File: config.mk
export PLATFORM = sky130hd
export DESIGN_NAME = dma_fifo_device
export DESIGN_NICKNAME = d
export VERILOG_FILES = /design/src/rtl/dma_fifo_device.sv
export SDC_FILE = /design/constraint.sdc
export NUM_CORES = 1
export LEC_CHECK = 0
export ABC_AREA = 1
export CAP_MARGIN = 20
export CORE_ASPECT_RATIO = 0.6
export CORE_UTILIZATION = 56
export CTS_CLUSTER_DIAMETER = 30
export CTS_CLUSTER_SIZE = 40
export DETAILED_ROUTE_END_ITERATION = 8
export GPL_ROUTABILITY_DRIVEN = 0
export PLACE_DENSITY = 0.79
export SYNTH_ARGS = -nofsm -noshare
export SYNTH_HDL_FRONTEND = slang
export SYNTH_SLANG_ARGS = --single-unit
File: constraint.sdc
create_clock -name clk -period 4.4 [get_ports clk]
set_input_delay 0.88 -clock clk [delete_from_list [all_inputs] [get_ports clk]]
set_output_delay 0.88 -clock clk [all_outputs]
set_load 0.005 [all_outputs]
File: src/rtl/dma_fifo_device.sv
// dma_fifo_device: memory-mapped DMA client with a parametrised data FIFO,
// a two-state transfer FSM, a remaining-word counter, sticky status flags
// and a level interrupt.
module dma_fifo_device #(
    parameter logic [14:0] BASE_ADDR  = 15'h0100,
    parameter int unsigned DEC_WD     = 4,
    parameter int unsigned FIFO_AW    = 3,
    parameter logic        IRQ_EN_DEF = 1'b0
) (
    input  logic        clk,
    input  logic        reset,
    input  logic [13:0] per_addr,
    input  logic [15:0] per_din,
    input  logic        per_en,
    input  logic [1:0]  per_we,
    output logic [15:0] per_dout,
    output logic        irq,
    output logic        dma_rqst,
    output logic        dma_rd_wr,
    output logic [15:0] dma_start_address,
    output logic [15:0] dma_num_words,
    output logic        dev_ack,
    output logic [15:0] dev_out,
    input  logic [15:0] dev_in,
    input  logic        dma_ack,
    input  logic        dma_end_flag,
    input  logic        dma_error_flag
);

    localparam int unsigned IW    = DEC_WD - 1;
    localparam int unsigned DEPTH = 1 << FIFO_AW;

    localparam logic [IW-1:0] R_START  = IW'(0);
    localparam logic [IW-1:0] R_NWORDS = IW'(1);
    localparam logic [IW-1:0] R_CONFIG = IW'(2);
    localparam logic [IW-1:0] R_STATUS = IW'(3);
    localparam logic [IW-1:0] R_DATA   = IW'(4);
    localparam logic [IW-1:0] R_LEVEL  = IW'(5);
    localparam logic [IW-1:0] R_REMAIN = IW'(6);

    typedef enum logic {
        S_IDLE,
        S_BUSY
    } state_e;

    state_e              state_q, state_d;
    logic [FIFO_AW:0]    wptr_q, wptr_d;
    logic [FIFO_AW:0]    rptr_q, rptr_d;
    logic [15:0]         start_addr_q, start_addr_d;
    logic [15:0]         n_words_q, n_words_d;
    logic [15:0]         remain_q, remain_d;
    logic                rd_wr_q, rd_wr_d;
    logic                irq_en_q, irq_en_d;
    logic                done_q, done_d;
    logic                err_q, err_d;
    logic                ovf_q, ovf_d;
    logic                unf_q, unf_d;
    logic [15:0]         mem_q [DEPTH];

    logic                sel, wr, rd;
    logic [IW-1:0]       reg_idx;
    logic                wr_cfg, wr_status, wr_data, rd_data;
    logic                busy, empty, full;
    logic [FIFO_AW:0]    level;
    logic                xfer, dma_push, dma_pop, cpu_push, cpu_pop, push, pop;
    logic [15:0]         push_data;
    logic                ovf_set, unf_set;
    logic                start_req, start_go, start_zero, abort, flush;
    logic                err_evt, wr_done, done_evt;

    // Bus decode and FIFO/transfer qualifiers
    assign sel       = per_en & (per_addr[13:DEC_WD-1] == BASE_ADDR[14:DEC_WD]);
    assign wr        = sel & (|per_we);
    assign rd        = sel & ~(|per_we);
    assign reg_idx   = per_addr[IW-1:0];
    assign wr_cfg    = wr & (reg_idx == R_CONFIG);
    assign wr_status = wr & (reg_idx == R_STATUS);
    assign wr_data   = wr & (reg_idx == R_DATA);
    assign rd_data   = rd & (reg_idx == R_DATA);

    assign busy  = (state_q == S_BUSY);
    assign empty = (wptr_q == rptr_q);
    assign full  = (wptr_q == {~rptr_q[FIFO_AW], rptr_q[FIFO_AW-1:0]});
    assign level = wptr_q - rptr_q;

    assign dma_rqst          = busy;
    assign dma_rd_wr         = rd_wr_q;
    assign dma_start_address = start_addr_q;
    assign dma_num_words     = n_words_q;
    assign dev_ack           = busy & (rd_wr_q ? ~full : ~empty);
    assign dev_out           = empty ? '0 : mem_q[rptr_q[FIFO_AW-1:0]];
    assign irq               = irq_en_q & (done_q | err_q | ovf_q);

    assign xfer      = dma_rqst & dev_ack & dma_ack;
    assign dma_push  = xfer & rd_wr_q;
    assign dma_pop   = xfer & ~rd_wr_q;
    // The DMA side owns the write port if both sides ever collide
    assign cpu_push  = wr_data & ~full & ~dma_push;
    assign cpu_pop   = rd_data & ~empty;
    assign ovf_set   = wr_data & full;
    assign unf_set   = rd_data & empty;
    assign push      = dma_push | cpu_push;
    assign pop       = dma_pop | cpu_pop;
    assign push_data = dma_push ? dev_in : per_din;

    assign start_req  = wr_cfg & per_din[0] & ~busy;
    assign start_go   = start_req & (n_words_q != '0);
    assign start_zero = start_req & (n_words_q == '0);
    assign abort      = wr_cfg & per_din[1] & busy;
    assign flush      = start_go | (wr_cfg & per_din[4]);

    // Error outranks completion when both arrive together
    assign err_evt  = busy & (dma_error_flag | abort);
    assign wr_done  = busy & ~rd_wr_q & (remain_q == '0) & empty;
    assign done_evt = (busy & (dma_end_flag | wr_done) & ~err_evt) | start_zero;

    // Next-state computation for the FSM, registers, pointers and flags
    always_comb begin
        state_d      = state_q;
        wptr_d       = wptr_q;
        rptr_d       = rptr_q;
        start_addr_d = start_addr_q;
        n_words_d    = n_words_q;
        remain_d     = remain_q;
        rd_wr_d      = rd_wr_q;
        irq_en_d     = irq_en_q;
        done_d       = done_q;
        err_d        = err_q;
        ovf_d        = ovf_q;
        unf_d        = unf_q;

        if (wr && reg_idx == R_START && !busy)  start_addr_d = per_din;
        if (wr && reg_idx == R_NWORDS && !busy) n_words_d    = per_din;
        if (wr_cfg) begin
            irq_en_d = per_din[3];
            if (!busy) rd_wr_d = per_din[2];
        end

        case (state_q)
            S_IDLE:  if (start_go) state_d = S_BUSY;
            S_BUSY:  if (err_evt || done_evt) state_d = S_IDLE;
            default: state_d = S_IDLE;
        endcase

        if (start_go)                       remain_d = n_words_q;
        else if (xfer && remain_q != '0)    remain_d = remain_q - 16'd1;

        if (flush) begin
            wptr_d = '0;
            rptr_d = '0;
        end else begin
            if (push) wptr_d = wptr_q + 1'b1;
            if (pop)  rptr_d = rptr_q + 1'b1;
        end

        // Clear first, then set, so a same-cycle set event wins
        if (wr_status) begin
            if (per_din[1]) done_d = 1'b0;
            if (per_din[2]) err_d  = 1'b0;
            if (per_din[3]) ovf_d  = 1'b0;
            if (per_din[4]) unf_d  = 1'b0;
        end
        if (start_go) begin
            done_d = 1'b0;
            err_d  = 1'b0;
        end
        if (done_evt) done_d = 1'b1;
        if (err_evt)  err_d  = 1'b1;
        if (ovf_set)  ovf_d  = 1'b1;
        if (unf_set)  unf_d  = 1'b1;
    end

    // Control and status state, asynchronously reset
    always_ff @(posedge clk or posedge reset) begin
        if (reset) begin
            state_q      <= S_IDLE;
            wptr_q       <= '0;
            rptr_q       <= '0;
            start_addr_q <= '0;
            n_words_q    <= '0;
            remain_q     <= '0;
            rd_wr_q      <= 1'b0;
            irq_en_q     <= IRQ_EN_DEF;
            done_q       <= 1'b0;
            err_q        <= 1'b0;
            ovf_q        <= 1'b0;
            unf_q        <= 1'b0;
        end else begin
            state_q      <= state_d;
            wptr_q       <= wptr_d;
            rptr_q       <= rptr_d;
            start_addr_q <= start_addr_d;
            n_words_q    <= n_words_d;
            remain_q     <= remain_d;
            rd_wr_q      <= rd_wr_d;
            irq_en_q     <= irq_en_d;
            done_q       <= done_d;
            err_q        <= err_d;
            ovf_q        <= ovf_d;
            unf_q        <= unf_d;
        end
    end

    // FIFO storage; contents need no reset since EMPTY masks dev_out
    always_ff @(posedge clk) begin
        if (push && !flush) mem_q[wptr_q[FIFO_AW-1:0]] <= push_data;
    end

    // Combinational register read mux, zero when not selected
    always_comb begin
        per_dout = '0;
        if (rd) begin
            case (reg_idx)
                R_START:  per_dout = start_addr_q;
                R_NWORDS: per_dout = n_words_q;
                R_CONFIG: per_dout = {12'd0, irq_en_q, rd_wr_q, 2'b00};
                R_STATUS: per_dout = {9'd0, full, empty, unf_q, ovf_q, err_q, done_q, busy};
                R_DATA:   per_dout = dev_out;
                R_LEVEL:  per_dout = {{(15-FIFO_AW){1'b0}}, level};
                R_REMAIN: per_dout = remain_q;
                default:  per_dout = '0;
            endcase
        end
    end

endmodule

==> impl_results.md <==
- Leakage: 4.42 nW
- Grt total ovfl: 0
- Critical path launch point: per_addr[0]
- Hold violation total from the final report: 0
- Final Cycle Share: 0.917
- Final worst path period need: 4040 ps
- Clk pin slew, worst setup/hold paths: 70 ps
- Antenna diodes: 0
- Routed wirelength normalized by instance count: 20.8 um
- Overall die height: 101 um
- Worst-path fanout max: 12
- Setup TNS: 0 ps
- Layout cells sized above 1: 0.0858
- Status: completed
- Highest Clock Rate: 248 MHz
- Number of hold buffers added after CTS: 0
- Number of global-route vias before repair: 7556
- Reg2reg start: rptr_q[2]$_DFFE_PP0P_
- Vias after detailed routing: 8030
- Mapped cell area: 9230 um2
- IO Pins: 122
- Area growth from synthesis to final layout: 23.4%
- Worst IR drop on VDD: 0.293 mV
- Synth Area per Inst: 9.67 um2
- Yosys reg bits: 191
- Post-CTS setup repair buffer count: 0
- Slowest CP cell: sky130_fd_sc_hd__clkdlybuf4s50_1
- Starting Density: 0.587
- Synth Warn #: 0
- Final setup fails: 0
- Via density per instance: 6.19
- Register area share after synthesis: 0.587
- Unrepaired setup endpoints after global routing: no
- Pin count of the biggest net entering global routing: 52
- Leading cell type by number of instances after synthesis: sky130_fd_sc_hd__nor2_1
- Nets: 1144
- Async set or reset register ratio after synthesis: 0.330
- Post-DRT Antenna Nets: 0
- Standard-cell row count: 35
- Ranking of synthesized cells by instance count: 139 x sky130_fd_sc_hd__nor2_1, 133 x sky130_fd_sc_hd__nand2_1, 128 x sky130_fd_sc_hd__edfxtp_1
- Cell Pwr Density: 318 nW/um2
- Clock Root Buffer: sky130_fd_sc_hd__clkbuf_16
- Global routing usage summed across all routing layers: 0.330
- Total wire length: 27100 um
- Clock tree from TritonCTS: done
- Endpoint arrival time on the critical path: 3160 ps
- Total nets after synthesis: 1017
- Count of input and output buffers: 121
- Dominant synthesized flop cell: sky130_fd_sc_hd__edfxtp_1
- Slowest stage delay, CP: 600 ps
- H-Tree Level Count: 4
- Cell Chain, Critical Path: clkdlybuf4s50_1 > buf_4 > nor3_2 > buf_4 > nand2_1 > o221ai_1 > a21oi_1 > a21oi_1 > clkdlybuf4s50_1
- DIE WIDTH: 168 um
- Critical Path Source Type: input port
- Clock latency on the worst-skew pair: 440 ps
- CTS sink cnt: 191
- Worst Skew: 17.1 ps
- Startpoint of the most critical hold path: dma_start_address[15]$_DFFE_PP0P_
- Share of Yosys cell area claimed by the top area cell type: 0.416
- Post-CTS resize count: 0
- Number of iterations in the first detailed-routing pass: 5
- Area contributors post-synth: sky130_fd_sc_hd__edfxtp_1 42%, sky130_fd_sc_hd__dfrtp_1 17%, sky130_fd_sc_hd__o21ai_0 6.7%, sky130_fd_sc_hd__nor2_1 5.7%, sky130_fd_sc_hd__nand2_1 5.4%
- Rel. slew slack: 0.251
- Wire length of the first global-routing pass: 41900 um
- 1st-iter DRT viols: 1111
- Path class of the lowest-slack min-delay path: flip-flop to flip-flop
- DP Area: 10700 um2
- Required time worst endpoint: 3520 ps
- Slew at the pin closest to its max-slew limit: 1110 ps
- Number of buffers created by CTS: 17
- Max-cap violations: 0
- Cell type with the highest aggregate area in the netlist: sky130_fd_sc_hd__edfxtp_1
- Number of antenna violations at the first check in global routing: 0
- Detailed placement HPWL: 18200 um
- Number of different library cells in the post-synthesis netlist: 45
- Die area: 17000 um2
- Clock Tree Buf Depth: 2
- Kind of critical path: input port to output pin
- Number of flops mapped to enable cells by yosys: 128
- Post-Synthesis Cells: 955
- Critical path capture point type: output pin
- Final Cell Area: 11400 um2
- Placeable core region: 15700 um2
- Max-slew violation count: 0
- DRC violations left: 0
[kinds of logic (layout without fill, tap and decap cells)]
kind of cell | count (synthesis) | in the layout | share of synthesized area
AOI/OAI and AO/OA | 216 | 216 | 0.138
buffers and inverters | 123 | 263 | 0.0530
and+or+nand+nor | 406 | 406 | 0.200
xor gates and xnor gates | 11 | 11 | 0.0104
DFF | 191 | 191 | 0.587
adders and majority gates | 8 | 8 | 0.0117
[metrics by stage]
stage                     power [W]  hold WS (ps)  cells  setup slack, ps  utilization
after floorplan             0.00201           472    955             1350            -
after detailed placement    0.00209           513   1263              276        0.683
final                       0.00362           527   1298              364        0.725
after global routing        0.00371           553   1298              245        0.725
after CTS                   0.00362           533   1295              272        0.721
after global placement      0.00209           508   1263              358        0.683
[routing by layer]
metal  part of all wire  vias up  GRT usage
met5                  0        -          0
met4              0.021        0     0.0995
met3               0.13       54     0.0914
met2               0.42      537      0.490
met1               0.43     3800      0.477
li1                   -     3639          -
[registers in the layout (all words and copies together) (netlist names), 4 cells and up]
name,flops
dma_num_words,16
dma_start_address,16
mem_q,128
remain_q,16
rptr_q,4
wptr_q,4
[power breakdown]
part	internal [W]	switching (W)	total (W)	leakage, nW
registers	0.00192	0.000000481	0.00192	2.02
clock network	0.000778	0.000787	0.00156	0.294
logic	0.0000587	0.0000791	0.000138	2.11
total	0.00275	0.000866	0.00362	4.42
[critical path: cells and delay by family]
family / cells / cell delay (ps)
buffers and inverters: 4 / 1490
AND/OR/NAND/NOR: 2 / 460
AO/OA/AOI/OAI: 3 / 310
[cell usage in the layout (no fill, tap or decap), drive strengths merged, types with 6 or more instances in the layout]
| cell | netlist | final |
|---|---|---|
| ha | 7 | 7 |
| o21ai | 129 | 129 |
| xor2 | 9 | 9 |
| a221oi | 6 | 6 |
| nor2 | 144 | 144 |
| clkinv | 1 | 6 |
| clkdlybuf4s50 | 0 | 121 |
| buf | 13 | 36 |
| inv | 73 | 82 |
| nor3 | 10 | 10 |
| nand4 | 37 | 37 |
| nand3 | 58 | 58 |
| o211ai | 16 | 16 |
| dfrtp | 63 | 63 |
| edfxtp | 128 | 128 |
| o221ai | 18 | 18 |
| nand2 | 134 | 134 |
| and3 | 16 | 16 |
| a21oi | 31 | 31 |
| clkbuf | 36 | 17 |
[path summary, 6_finish.rpt]
| kind | end | slack, ps | cells past startpoint |
|---|---|---|---|
| setup / recovery | per_dout[5] | 360 | 9 |
| hold / removal | dma_start_address[15]$_DFFE_PP0P_ | 530 | 2 |
| setup reg to reg | mem_q[2][4]$_DFFE_PP_ | 1170 | 10 |
| hold reg to reg | dma_start_address[15]$_DFFE_PP0P_ | 530 | 2 |
| max in group asynchronous | dma_start_address[3]$_DFFE_PP0P_ | 2810 | 4 |
| min in group asynchronous | dma_num_words[10]$_DFFE_PP0P_ | 770 | 2 |
[cell type report]
| type | count | area (um2) |
|---|---|---|
| flip-flops and latches | 191 | 5420 |
| fillers | 1174 | 4330 |
| multi-input cells | 641 | 3320 |
| repair buffers | 157 | 1510 |
| clock buffers | 17 | 425 |
| inverters | 74 | 278 |
| well taps | 203 | 254 |
| clock inverters | 15 | 179 |
(Power assumes the default switching activity.)
